**src/rtl/dsp_pkg.sv**
```systemverilog
// Shared types and constants for the DSP operand/result path slices.
package dsp_pkg;

    // Occupancy state of a two-entry skid slice; the encoding doubles as the
    // entry count, which keeps the level decode trivial.
    typedef enum logic [1:0] {
        EMPTY = 2'b00,
        BUSY  = 2'b01,
        FULL  = 2'b10
    } skid_state_t;

    // Number of words a slice can hold (main register plus skid register).
    localparam int SKID_DEPTH = 2;

    // Number of words held in a given state.
    function automatic logic [1:0] skid_level(skid_state_t s);
        logic [1:0] lvl;
        case (s)
            EMPTY:   lvl = 2'd0;
            BUSY:    lvl = 2'd1;
            FULL:    lvl = 2'(SKID_DEPTH);
            default: lvl = 2'd0;
        endcase
        return lvl;
    endfunction

endpackage

```
**src/rtl/pipe_skid_stage.sv**
```systemverilog
// Two-entry valid/ready register slice with a skid buffer.
// The main register always drives out_data; the skid register catches the
// one extra word that arrives while the consumer stalls, so in_ready never
// depends combinationally on out_ready.
module pipe_skid_stage
    import dsp_pkg::*;
#(
    parameter int D_WIDTH = 18,
    parameter bit BYPASS  = 1'b0
) (
    input  logic               clk,
    input  logic               rst_n,
    input  logic               flush,
    input  logic               in_valid,
    output logic               in_ready,
    input  logic [D_WIDTH-1:0] in_data,
    output logic               out_valid,
    input  logic               out_ready,
    output logic [D_WIDTH-1:0] out_data,
    output logic [1:0]         level
);

    generate
        if (BYPASS) begin : g_bypass

            // Straight wires: no storage, handshake passes through untouched.
            logic unused_bypass;
            assign unused_bypass = ^{clk, rst_n, flush};

            // Forward the producer side directly to the consumer side.
            always_comb begin
                out_valid = in_valid;
                out_data  = in_data;
                in_ready  = out_ready;
                level     = 2'd0;
            end

        end else begin : g_slice

            skid_state_t        state_q, state_d;
            logic [D_WIDTH-1:0] main_q,  main_d;
            logic [D_WIDTH-1:0] skid_q,  skid_d;
            logic               in_ready_int;
            logic               out_valid_int;
            logic               in_fire;
            logic               out_fire;

            // Handshake qualifiers; in_ready only looks at local state, reset and flush.
            always_comb begin
                in_ready_int  = rst_n & ~flush & (state_q != FULL);
                out_valid_int = (state_q != EMPTY);
                in_fire       = in_valid & in_ready_int;
                out_fire      = out_valid_int & out_ready;
            end

            // State register; reset discards every held word immediately.
            always_ff @(posedge clk or negedge rst_n) begin
                if (!rst_n) begin
                    state_q <= EMPTY;
                    main_q  <= '0;
                    skid_q  <= '0;
                end else begin
                    state_q <= state_d;
                    main_q  <= main_d;
                    skid_q  <= skid_d;
                end
            end

            // Next-state logic; flush overrides every other transition.
            always_comb begin
                state_d = state_q;
                if (flush) begin
                    state_d = EMPTY;
                end else begin
                    case (state_q)
                        EMPTY: begin
                            if (in_fire) begin
                                state_d = BUSY;
                            end
                        end
                        BUSY: begin
                            if (in_fire && !out_fire) begin
                                state_d = FULL;
                            end else if (!in_fire && out_fire) begin
                                state_d = EMPTY;
                            end
                        end
                        FULL: begin
                            if (out_fire) begin
                                state_d = BUSY;
                            end
                        end
                        default: state_d = EMPTY;
                    endcase
                end
            end

            // Datapath: load main on the way in, park in skid when the consumer stalls.
            always_comb begin
                main_d = main_q;
                skid_d = skid_q;
                if (flush) begin
                    main_d = '0;
                    skid_d = '0;
                end else begin
                    case (state_q)
                        EMPTY: begin
                            if (in_fire) begin
                                main_d = in_data;
                            end
                        end
                        BUSY: begin
                            if (in_fire && !out_fire) begin
                                skid_d = in_data;
                            end else if (in_fire && out_fire) begin
                                main_d = in_data;
                            end
                        end
                        FULL: begin
                            if (out_fire) begin
                                main_d = skid_q;
                            end
                        end
                        default: begin
                            main_d = '0;
                            skid_d = '0;
                        end
                    endcase
                end
            end

            // Output decode straight from the registered state.
            always_comb begin
                out_valid = out_valid_int;
                out_data  = main_q;
                in_ready  = in_ready_int;
                level     = skid_level(state_q);
            end

        end
    endgenerate

endmodule

```
**config.mk**
```make
export PLATFORM = sky130hd
export DESIGN_NAME = pipe_skid_stage
export DESIGN_NICKNAME = d
export VERILOG_FILES = /design/src/rtl/dsp_pkg.sv /design/src/rtl/pipe_skid_stage.sv
export SDC_FILE = /design/constraint.sdc
export NUM_CORES = 1
export LEC_CHECK = 0
export BUFFER_PORTS_ARGS = -buffer_cell sky130_fd_sc_hd__buf_2
export CORE_MARGIN = 2
export CORE_UTILIZATION = 58
export CTS_CLUSTER_DIAMETER = 50
export CTS_CLUSTER_SIZE = 30
export DETAILED_ROUTE_END_ITERATION = 7
export MAX_ROUTING_LAYER = met4
export PLACE_DENSITY = 0.86
export SLEW_MARGIN = 15
export SYNTH_ARGS = -nofsm -noshare
export SYNTH_HDL_FRONTEND = slang
export SYNTH_SLANG_ARGS = --single-unit
```
**constraint.sdc**
```tcl
create_clock -name clk -period 3.7 [get_ports clk]
set_clock_uncertainty 0.15 [all_clocks]
set_input_delay 0.555 -clock clk [delete_from_list [all_inputs] [get_ports clk]]
set_output_delay 0.555 -clock clk [all_outputs]
set_load 0.005 [all_outputs]
```
==> impl_metrics.csv <==
group,metric,value,unit
outcome,status,"completed",
finish,final_nets,286,
hold_path,hold_depth,2,
floorplanning,chipHeight,64.1,um
power_and_ir_drop,p_sw,0.237,mW
cts,post_cts_buffers,0,
cts,cts.repair.resized,0,
routing,drt_iter0_markers,120,
floorplanning,start_util,61.7,%
cts,cts_sinks,38,
floorplanning,die_x,64.1,um
sta,finalWorstPathRequiredPeriod,2630,ps
sta,timing.fmax,380,MHz
finish,final_cells,310,
routing,first_pass_iters,5,
cts,clk_latency,340,ps
setup_path,r2r-start,"g_slice.state_q[1]",
cts,ctsHoldBuffers,1,
hold_path,whs_endpoint,"g_slice.state_q[1]",
placed_design,dp_hpwl,2.91,mm
finish,fin_area,2370,sq um
synthesis,syn_area,2090,sq um
synthesis,yosysWarnings,0,
finish,multi_input_area,1000,sq um
routing,vias,1717,
sta,drv_slew,0,
power_and_ir_drop,vdd_drop_max,275,uV
global_route,grt_start_max_net_pins,42,
routing,drc_errors,0,
power_and_ir_drop,internal_power,0.601,mW
placed_design,place.port_buffers,44,
setup_path,cp.required,3770,ps
global_route,grt_pass1_wl,7.50,mm
setup_path,r2r_end,"out_data[6]",
power_and_ir_drop,powerDensity,354,nW/um^2
placed_design,placed_area,2290,sq um
placed_design,placed_cells,300,
sta,relSlewSlack,52.6,%
sta,rsz0062_at_grt,"false",
routing,drtAntennaViolNets,0,
finish,n_antenna_cell,0,
setup_path,cp.arrival,2700,ps
sta,setup_violations,0,
floorplanning,rows,21,
synthesis,syn_inst,224,
cts,clockRootBuffer,"clkbuf_4",
cts,cts_buffers,5,
setup_path,start_kind,"input port",
cts,cts_tree,"built",
sta,tns,0,ps
floorplanning,ios,45,
setup_path,critPathLaunch,"rst_n",
global_route,overflow,0,
cts,clockBufferDepth,2,
finish,syn2layout_area_growth,13.4,%
setup_path,endpoint_kind,"flop",
sta,whs,300,ps
floorplanning,dieArea,4100,sq um
placed_design,gp_congestion,0.745,
power_and_ir_drop,p_leak,1.06,nW
synthesis,ys_seq_area_share,45.5,%
synthesis,yosysUniqueCellTypes,27,
finish,regArea,951,sq um
setup_path,crit_type,"in2reg",
global_route,grt_pass1_vias,1624,
finish,utilization,70.0,%
sta,worstMarginPinSlew,710,ps
global_route,track_usage,24.2,%
hold_path,min_from,"out_ready",
power_and_ir_drop,clkPwrFrac,26.9,%
setup_path,r2r_cells,6,
finish,drive_gt1_share,23.9,%
cts,clk_pin_slew_worst_paths,110,ps
run,max_cap_violations,0,
synthesis,syn_nets,247,
setup_path,path_max_fanout,19,
synthesis,synth-seq-cells,38,
cts,htree_levels,2,
setup_path,reg2reg_slack,1770,ps
power_and_ir_drop,power_frac_seq,55.0,%
global_route,antenna_found_initial,0,
power_and_ir_drop,p_comb_share,18.1,%
routing,wl_per_cell,14.2,um
synthesis,synth_area_per_cell,9.34,sq um
routing,vias_per_cell,5.54,
sta,finalHoldViolCount,0,
floorplanning,core_area,3390,sq um
finish,fillers,274,
routing,drt-total-wl,4.40,mm
sta,post-route-period-util,71.1,%
power_and_ir_drop,netSwitchingFraction,28.3,%
hold_path,hp-class,"in2reg",
[per-layer routing]
metal  share of wire (%)  GRT usage, %  up-vias
met5                   0             -        -
met4                0.77          5.71        0
li1                    -             -      860
met3                 4.2          5.99        4
met2                  49          38.5       40
met1                  46          31.4      813
[cells by family after synthesis]
| logic type | after synthesis | synth area share [%] |
|---|---|---|
| compound gates | 59 | 20.2 |
| xor+xnor | 1 | 0.419 |
| buf+inv | 24 | 6.64 |
| flops | 38 | 45.5 |
| mux | 18 | 8.85 |
| simple gates | 84 | 18.4 |
[cells in the final DEF, fill, tap and decap left out, types with 2 or more instances in the layout]
master / netlist / routed
nor2b_1: 16 / 16
nor3b_1: 2 / 2
nand2_1: 37 / 37
mux2i_1: 14 / 14
mux2_2: 4 / 4
clkbuf_4: 0 / 5
o31ai_1: 18 / 18
nand2b_1: 4 / 4
inv_1: 5 / 5
o22ai_1: 4 / 4
o2bb2ai_1: 14 / 14
nor2_1: 20 / 20
a21oi_1: 20 / 20
buf_2: 6 / 44
dfrtp_1: 38 / 38
buf_4: 1 / 5
[power groups by stage]
stage               Sequential [mW]  Combinational [mW]  Clock (mW)
floorplan                     0.469              0.0930           0
detailed placement            0.470               0.149           0
CTS                           0.462               0.151       0.229
global route                  0.465               0.171       0.257
finish                        0.462               0.151       0.226
global placement              0.469               0.145           0
[state kept, by name, indices dropped and copies added, names as in the netlist]
register / count
g_slice.state_q: 2
out_data: 18
g_slice.skid_q: 18
[worst max path at each step]
| stage | end | slack, ps | cells past startpoint |
|---|---|---|---|
| floorplan | in_ready | 1890 | 3 |
| global placement | g_slice.skid_q[15] | 1190 | 5 |
| detailed placement | out_data[3] | 1180 | 6 |
| CTS | g_slice.skid_q[15] | 1010 | 6 |
| global route | g_slice.skid_q[17] | 820 | 7 |
| finish | g_slice.skid_q[14] | 1070 | 6 |
[cells in the mapped netlist]
cell | number | area (sq um)
nor3_1 | 1 | 5.00
or2_1 | 1 | 6.26
and2_1 | 1 | 6.26
o21ai_0 | 1 | 5.00
o31ai_1 | 18 | 135
nand2b_1 | 4 | 25.0
inv_1 | 5 | 18.8
clkbuf_1 | 6 | 22.5
o32ai_4 | 1 | 27.5
o2bb2ai_1 | 14 | 123
or2_2 | 1 | 6.26
mux2_2 | 4 | 45.0
buf_2 | 6 | 30.0
o21bai_1 | 1 | 7.51
buf_4 | 1 | 7.51
a21oi_1 | 20 | 100
buf_6 | 5 | 56.3
nand2_1 | 37 | 139
nor2_1 | 20 | 75.1
xnor2_1 | 1 | 8.76
nor3b_1 | 2 | 15.0
dfrtp_1 | 38 | 951
buf_1 | 1 | 3.75
nand3b_1 | 1 | 7.51
nor2b_1 | 16 | 100
mux2i_1 | 14 | 140
o22ai_1 | 4 | 25.0
[critical path, stage by stage]
cell and delay (ps):
dlygate4sd3_1 520, buf_2 360, nand3b_1 580, buf_4 430, a21oi_1 160, o22ai_1 100
[area by class of cell]
cell class	instances	share of cell area (%)
clock buffers	7	2.32
clock inverters	1	0.211
inverters	5	0.791
multi-input cells	162	42.2
flip-flops and latches	38	40.1
well taps	46	2.43
repair buffers	51	11.9
[through the flow]
stage	setup slack, ps	total power [mW]
3_5_place_dp	1180	0.619
2_1_floorplan	1890	0.562
4_1_cts	1010	0.841
3_3_place_gp	1190	0.614
6_report	1070	0.839
5_1_grt	821	0.893
Note: power is estimated with default switching activity, not from simulation.
